<file path="src/rtl/serdes_tx_arbiter.sv">
// serdes_tx_arbiter: round-robin packet arbiter and framer feeding a shared SERDES transmit pipeline
module serdes_tx_arbiter #(
    parameter int          MAX_LEN  = 256,
    parameter int          LEN_W    = 9,
    parameter logic [15:0] SOP_WORD = 16'h5C5C,
    parameter logic [15:0] EOP_WORD = 16'hFDFD
) (
    input  logic        dsp_clk,
    input  logic        dsp_rst,
    input  logic [15:0] req0_dat,
    input  logic        req0_valid,
    input  logic        req0_last,
    output logic        req0_ready,
    input  logic [15:0] req1_dat,
    input  logic        req1_valid,
    input  logic        req1_last,
    output logic        req1_ready,
    output logic [15:0] tx_dat_o,
    output logic        tx_klsb_o,
    output logic        tx_kmsb_o,
    output logic        tx_en,
    input  logic        tx_rdy,
    output logic [1:0]  grant,
    output logic        busy,
    output logic        pkt_done,
    output logic        trunc_err
);
    typedef enum logic [2:0] {IDLE, SOP, DATA, CSUM, EOP, DROP} state_t;
    state_t           state;
    logic             last_grant;
    logic             drop_pending;
    logic [LEN_W-1:0] cnt;
    logic [15:0]      csum;
    logic             sel;
    logic             g_valid;
    logic             g_last;
    logic [15:0]      g_dat;
    logic             at_max;
    logic             pick;
    logic             take;
    // Mux the granted requester and derive the handshake, framing word and event pulses
    always_comb begin
        sel        = grant[1];
        g_valid    = sel ? req1_valid : req0_valid;
        g_last     = sel ? req1_last : req0_last;
        g_dat      = sel ? req1_dat : req0_dat;
        at_max     = cnt == LEN_W'(MAX_LEN - 1);
        pick       = (req0_valid & req1_valid) ? ~last_grant : req1_valid;
        take       = (state == DATA & tx_rdy) | state == DROP;
        req0_ready = grant[0] & take;
        req1_ready = grant[1] & take;
        tx_en      = (state == SOP || state == CSUM || state == EOP) ? tx_rdy :
                     state == DATA ? tx_rdy & g_valid : 1'b0;
        tx_dat_o   = state == SOP  ? SOP_WORD :
                     state == DATA ? g_dat :
                     state == CSUM ? csum :
                     state == EOP  ? EOP_WORD : 16'h0000;
        tx_klsb_o  = state == SOP || state == EOP;
        tx_kmsb_o  = state == SOP || state == EOP;
        busy       = state != IDLE;
        pkt_done   = state == EOP & tx_rdy;
        trunc_err  = state == DATA & tx_en & ~g_last & at_max;
    end
    // Packet FSM: arbitrate in IDLE, frame SOP/payload/checksum/EOP, then discard any truncated tail
    always_ff @(posedge dsp_clk) begin
        if (dsp_rst) begin
            state        <= IDLE;
            grant        <= 2'b00;
            last_grant   <= 1'b1;
            cnt          <= '0;
            csum         <= 16'h0000;
            drop_pending <= 1'b0;
        end else begin
            case (state)
                IDLE: if (req0_valid | req1_valid) begin
                    grant      <= pick ? 2'b10 : 2'b01;
                    last_grant <= pick;
                    cnt        <= '0;
                    csum       <= 16'h0000;
                    state      <= SOP;
                end
                SOP: if (tx_rdy) state <= DATA;
                DATA: if (tx_en) begin
                    csum <= csum + g_dat;
                    cnt  <= cnt + 1'b1;
                    if (g_last) state <= CSUM;
                    else if (at_max) begin
                        state        <= CSUM;
                        drop_pending <= 1'b1;
                    end
                end
                CSUM: if (tx_rdy) state <= EOP;
                EOP: if (tx_rdy) begin
                    state <= drop_pending ? DROP : IDLE;
                    if (!drop_pending) grant <= 2'b00;
                end
                DROP: if (g_valid & g_last) begin
                    drop_pending <= 1'b0;
                    grant        <= 2'b00;
                    state        <= IDLE;
                end
                default: state <= IDLE;
            endcase
        end
    end
endmodule

</file>
<file path="config.mk">
export PLATFORM = sky130hd
export DESIGN_NAME = serdes_tx_arbiter
export DESIGN_NICKNAME = d
export VERILOG_FILES = /design/src/rtl/serdes_tx_arbiter.sv
export SDC_FILE = /design/constraint.sdc
export NUM_CORES = 1
export LEC_CHECK = 0
export CAP_MARGIN = 20
export CORE_UTILIZATION = 55
export DETAILED_ROUTE_END_ITERATION = 8
export GPL_ROUTABILITY_DRIVEN = 0
export PLACE_DENSITY = 0.95
export SYNTH_ARGS = -nofsm -noshare
export SYNTH_HDL_FRONTEND = slang
export SYNTH_SLANG_ARGS = --single-unit
export TNS_END_PERCENT = 5
</file>
<file path="constraint.sdc">
create_clock -name dsp_clk -period 5.2 [get_ports dsp_clk]
set_input_delay 1.04 -clock dsp_clk [delete_from_list [all_inputs] [get_ports dsp_clk]]
set_output_delay 1.04 -clock dsp_clk [all_outputs]
set_load 0.005 [all_outputs]
</file>
Yosys cells after proc, flatten, opt, wreduce, memory -nomap -nowiden
Index checks and enable logic that the tools add are counted.
{"block": "word_totals", "ff_bits": 32, "word_cells": 88}
{"block": "op_classes", "add_sub_neg": 2, "eq_ne": 16, "muxes": 37, "bitwise": 14, "reduce_logical": 13}
{"op": "16-bit two-way mux", "count": 7}
{"op": "16-bit case mux with 2 select lines", "count": 1}
{"op": "3-bit two-way mux", "count": 9}
{"op": "9-bit two-way mux", "count": 2}
{"op": "3-bit case mux with 6 select lines", "count": 1}
{"op": "9-bit case mux with 2 select lines", "count": 1}
{"op": "16-bit adder", "count": 1}
{"op": "2-bit != test (second input constant)", "count": 8}
{"op": "1-bit bitwise AND", "count": 10}
{"op": "2-bit two-way mux", "count": 5}
{"op": "5-bit AND reduction", "count": 2}
{"op": "9-bit by 1-bit adder with 9-bit output (second input constant)", "count": 1}
{"op": "9-bit by 8-bit equality test with 1-bit output (second input constant)", "count": 1}
{"op": "1-bit two-way mux", "count": 9}
{"op": "7-bit AND reduction", "count": 1}
{"op": "3-bit by 2-bit equality test with 1-bit output (second input constant)", "count": 2}
{"op": "3-bit equality test (second input constant)", "count": 2}
{"op": "2-bit case mux with 3 select lines", "count": 1}
{"op": "3-bit nonzero test", "count": 2}
{"op": "2-bit nonzero test", "count": 2}
{"op": "3-bit by 1-bit equality test with 1-bit output (second input constant)", "count": 1}
{"op": "3-bit zero test", "count": 1}
{"op": "1-bit logical OR", "count": 3}
{"op": "3-bit != test (second input constant)", "count": 1}
{"op": "6 further kinds", "count": 8}

Logic depth before layout (Yosys ltp)
{"block": "logic_depth", "ltp_word": 7, "mapped_depth": 12}

Worst setup path after synthesis
OpenSTA, ideal clock, no wires.
{"block": "synth_timing", "path_type": "in2reg", "startpoint": "in req1_dat[1]", "endpoint": "reg csum[15]", "setup_ns": 0.064, "arrival_ns": 2.689, "path_slack_ns": 2.448, "cell_stages": 9, "n_path_buf": 0, "cell_sequence": "mux2i_1 inv_1 ha_1 a211oi_1 o211ai_1 a31oi_1 a31oi_1 a211o_1 nand4_1"}
{"block": "synth_via", "elab_chain_len": 4}
{"item": "start, declared", "line": "14", "rtl": "input logic [15:0] req1_dat,"}
{"item": "16-bit two-way mux", "line": "46", "rtl": "g_dat = sel ? req1_dat : req0_dat;"}
{"item": "16-bit adder", "line": "84", "rtl": "csum <= csum + g_dat;"}
{"item": "16-bit two-way mux", "line": "83", "rtl": "DATA: if (tx_en) begin"}
{"item": "16-bit case mux with 2 select lines", "line": "74", "rtl": "case (state)"}
{"item": "end signal, assigned", "line": "84"}
{"item": "end, declared", "line": "33", "rtl": "logic [15:0] csum;"}
Every way passes these cells. The select of a mux whose other input is x is not followed.
A chain may end at the register's enable or synchronous reset.

Final worst setup path
{"block": "layout_timing", "startpoint": "reg state[1]", "endpoint": "out trunc_err"}
{"block": "layout_via", "elab_chain_len": 7, "word_cells_on_any_way": 11, "classes_between": "4 x eq/ne; 2 x mux; 3 x bitwise; 2 x reduce/logical"}
{"item": "start, declared", "line": "29", "rtl": "state_t state;"}
{"item": "start signal, assigned", "line": "94", "rtl": "state <= drop_pending ? DROP : IDLE;"}
{"item": "3-bit by 1-bit equality test with 1-bit output or 3-bit by 2-bit equality test with 1-bit output (tied branches)", "line": "52", "rtl": "tx_en = (state == SOP || state == CSUM || state == EOP) ? tx_rdy :"}
{"item": "1-bit logical OR (2 in a row)", "line": "52"}
{"item": "1-bit two-way mux", "line": "52"}
{"item": "1-bit bitwise AND (*) (3 in a row)", "line": "62", "rtl": "trunc_err = state == DATA & tx_en & ~g_last & at_max;"}
{"item": "end, declared", "line": "26", "rtl": "output logic trunc_err"}
Every way passes the cells marked *; elsewhere a longest branch is shown, timed or not.

==> flow_metrics.tcl <==
set metrics [dict create \
    yosys_warnings 0 \
    setup_violations 0 \
    setup.worst_path.end "trunc_err" \
    synthSimpleGateAreaFrac_pct 23.5 \
    synthMuxAreaShare_pct 8.89 \
    critPathKind "reg -> out" \
    antenna_found_initial 0 \
    wl_per_cell_um 16.4 \
    dr_total_vias 3043 \
    min_path_type "reg -> reg" \
    cp.buffers_inverters 1 \
    period_share_pct 78.7 \
    avgSynthCellArea_um2 7.50 \
    die_w_um 72.6 \
    via_per_inst 6.26 \
    drv_cap 0 \
    grt_pass1_wl_um 13100 \
    postCtsResizedCells 0 \
    path_delay_family "simple AND/OR/NAND/NOR gates" \
    clock_path_buffers 2 \
    routed_wl_um 7980 \
    grt_setup_unrepaired "false" \
    yosysSeqAreaShare_pct 23.3 \
    cp_num_cells 4 \
    critical_path.startpoint_type "flip-flop" \
    htree_levels 2 \
    setup_tns_ns 0 \
    row_count 25 \
    netlist_area_um2 2740 \
    cts_tree "yes" \
    ff2ff_setup_slack_ns 1.97 \
    grt_overflow 0 \
    ant_nets 0 \
    initialDrtViolationCount 339 \
    synthAdderAreaFrac_pct 8.48 \
    synthToLayoutAreaGrowth_pct 26.1 \
    final.min_clock_period_ns 4.09 \
    synth_edf_count 0 \
    cts-hold-fix-buffers 0 \
    max_freq_mhz 245 \
    cts-root-buf "clkbuf_8" \
    core_region_area_um2 4750 \
    arrival_ns 3.05 \
    synth_compound_area_share_pct 25.8 \
    start_util_pct 57.7 \
    post-place-ws_ns 1.37 \
    slew_violations 0 \
    hpwl_um 5550 \
    synthCells 366 \
    grt_pass1_vias 2881 \
    die_h_um 72.6 \
    slowest_delay_ns 1.03 \
    outcome "completed" \
    yosys_most_used_dff "dfxtp_1" \
    p_leak_nw 1.38 \
    synthDistinctLibCells 50 \
    fin_nets 476 \
    cts_setup_buffers 0 \
    crit_chain "nor2b_1 > nand4_1 > nor2_1 > clkdlybuf4s50_1" \
    fin_skew_ns 0.00557 \
    clk_pin_slew_worst_paths_ns 0.07 \
    synth-seq-cells 32 \
    cp-end-kind "primary output" \
    ir_worst_vdd_uv 209 \
    rr_endpoint "csum[15]$_SDFFE_PP0P_" \
    crit_path_max_fanout 26 \
    antenna_cells 0 \
    layout_commonest_cell "clkdlybuf4s50_1" \
    worstPathRequired_ns 4.16 \
    rr_worst_depth 9 \
    final_cell_mix "clkdlybuf4s50_1, a21oi_1, nor2_1" \
    drcViolationCount 0 \
    io_pins 65 \
    cts_buffers 5 \
    grt_use_total_pct 31.6 \
    worstMarginPinSlew_ns 1.07 \
    p_per_area_nw_per_um2 313 \
    die_area_um2 5280 \
    first_pass_iters 5 \
    cts.sinks 32 \
    drive_above_1_share_pct 8.35 \
    power_mw 1.08 \
    synth_top_family_by_area "compound AO/OA/AOI/OAI gates" \
    clk-insertion-delay-late_ns 0.29 \
    hold_violations 0 \
    cp_slowest_cell "dfxtp_1" \
    syn_nets 423 \
    synth-async-reset-ratio_pct 0 \
    fin_ws_ns 1.11 \
    yosys.area_share.xor_xnor_pct 5.11 \
    grt_max_degree 30 \
    io_buffer_count 64 \
    slew_headroom_pct 28.3 \
    startpoint "state[1]$_SDFFE_PP0P_" \
    r2r_start "grant[1]$_SDFFE_PP0P_" \
]
[worst register-to-register path: cells and delay by family (launching register included)]
| family | cells | cell delay [ns] |
|---|---|---|
| compound gates | 5 | 1.25 |
| flops | 1 | 1.00 |
| mux | 1 | 0.46 |
| fa+ha+maj | 1 | 0.30 |
| buf+inv | 1 | 0.09 |
| simple gates | 1 | 0.07 |
[report_power, final]
group          internal (mW)  switching [mW]  leakage (nW)
Clock                 0.0910          0.0959        0.0410
Combinational          0.289           0.296          1.08
Sequential             0.263          0.0464         0.259
[metrics by stage]
step	util (%)	cells	hold slack (ns)	area, um^2
finish	72.8	486	0.487	3460
global route	72.8	486	0.528	3460
CTS	72.8	486	0.484	3460
detailed placement	71.2	479	0.475	3380
global placement	71.2	479	0.460	3380
floorplan	-	366	0.444	2740
[registers in the layout, summed over array words and instances (netlist names)]
| signal | cells |
|---|---|
| grant | 2 |
| last_grant | 1 |
| cnt | 9 |
| drop_pending | 1 |
| state | 3 |
| csum | 16 |
[synthesized netlist by cell type (3+ instances only)]
cell	instances	share of area [%]
ha_1	17	7.8
o21ai_0	33	6.0
mux2_2	15	6.2
xnor2_1	6	1.9
nand4_1	7	1.6
nand3_1	5	0.91
and2_1	4	0.91
nor3_1	3	0.55
nand2b_1	6	1.4
a21o_1	7	1.9
nor2_1	43	5.9
or2_2	3	0.68
dfxtp_1	32	23
nor2b_1	5	1.1
nand2_1	37	5.1
a31oi_1	6	1.4
and3_1	4	0.91
inv_1	9	1.2
a211oi_1	3	0.82
nand3b_1	5	1.4
xor2_1	10	3.2
buf_2	11	2.0
clkbuf_1	5	0.68
a21oi_1	44	8.0
mux2i_1	6	2.2
a22oi_1	8	2.2
[per-layer routing]
layer / part of all wire, % / track usage (%) / vias up
li1: - / - / 1417
met4: 2.4 / 12.4 / 0
met3: 8.7 / 6.77 / 30
met5: 0 / 0 / -
met1: 42 / 40.9 / 1400
met2: 47 / 51.2 / 196
[logic make-up (layout without fill, tap and decap cells)]
logic type                 Yosys count  in the layout
AOI/OAI and AO/OA                  118            118
adders and majority gates           18             18
and+or+nand+nor                    131            131
buffers and inverters               29             82
DFF                                 32             32
muxes                               22             22
xor gates and xnor gates            16             16
[worst min path at each step]
stage                       startpoint                 endpoint  slack [ns]  cells after the start
2_1_floorplan    csum[10]$_SDFFE_PP0P_    csum[10]$_SDFFE_PP0P_        0.44                      2
3_3_place_gp     csum[10]$_SDFFE_PP0P_    csum[10]$_SDFFE_PP0P_        0.46                      2
3_5_place_dp       cnt[5]$_SDFFE_PP0P_      cnt[5]$_SDFFE_PP0P_        0.47                      2
6_report           cnt[5]$_SDFFE_PP0P_      cnt[5]$_SDFFE_PP0P_        0.49                      2
4_1_cts            cnt[5]$_SDFFE_PP0P_      cnt[5]$_SDFFE_PP0P_        0.48                      2
5_1_grt        last_grant$_SDFFE_PP1P_  last_grant$_SDFFE_PP1P_        0.53                      1
[cell type report]
| cell class | count | area, um^2 |
|---|---|---|
| clock inverter | 1 | 5.00 |
| timing repair buffer | 66 | 656 |
| inverter | 9 | 33.8 |
| clock buffer | 6 | 72.6 |
| sequential | 32 | 641 |
| fill | 375 | 1290 |
| multi-input combinational | 305 | 1970 |
| tap | 67 | 83.8 |
No activity file was read; power rests on OpenSTA's default activity.
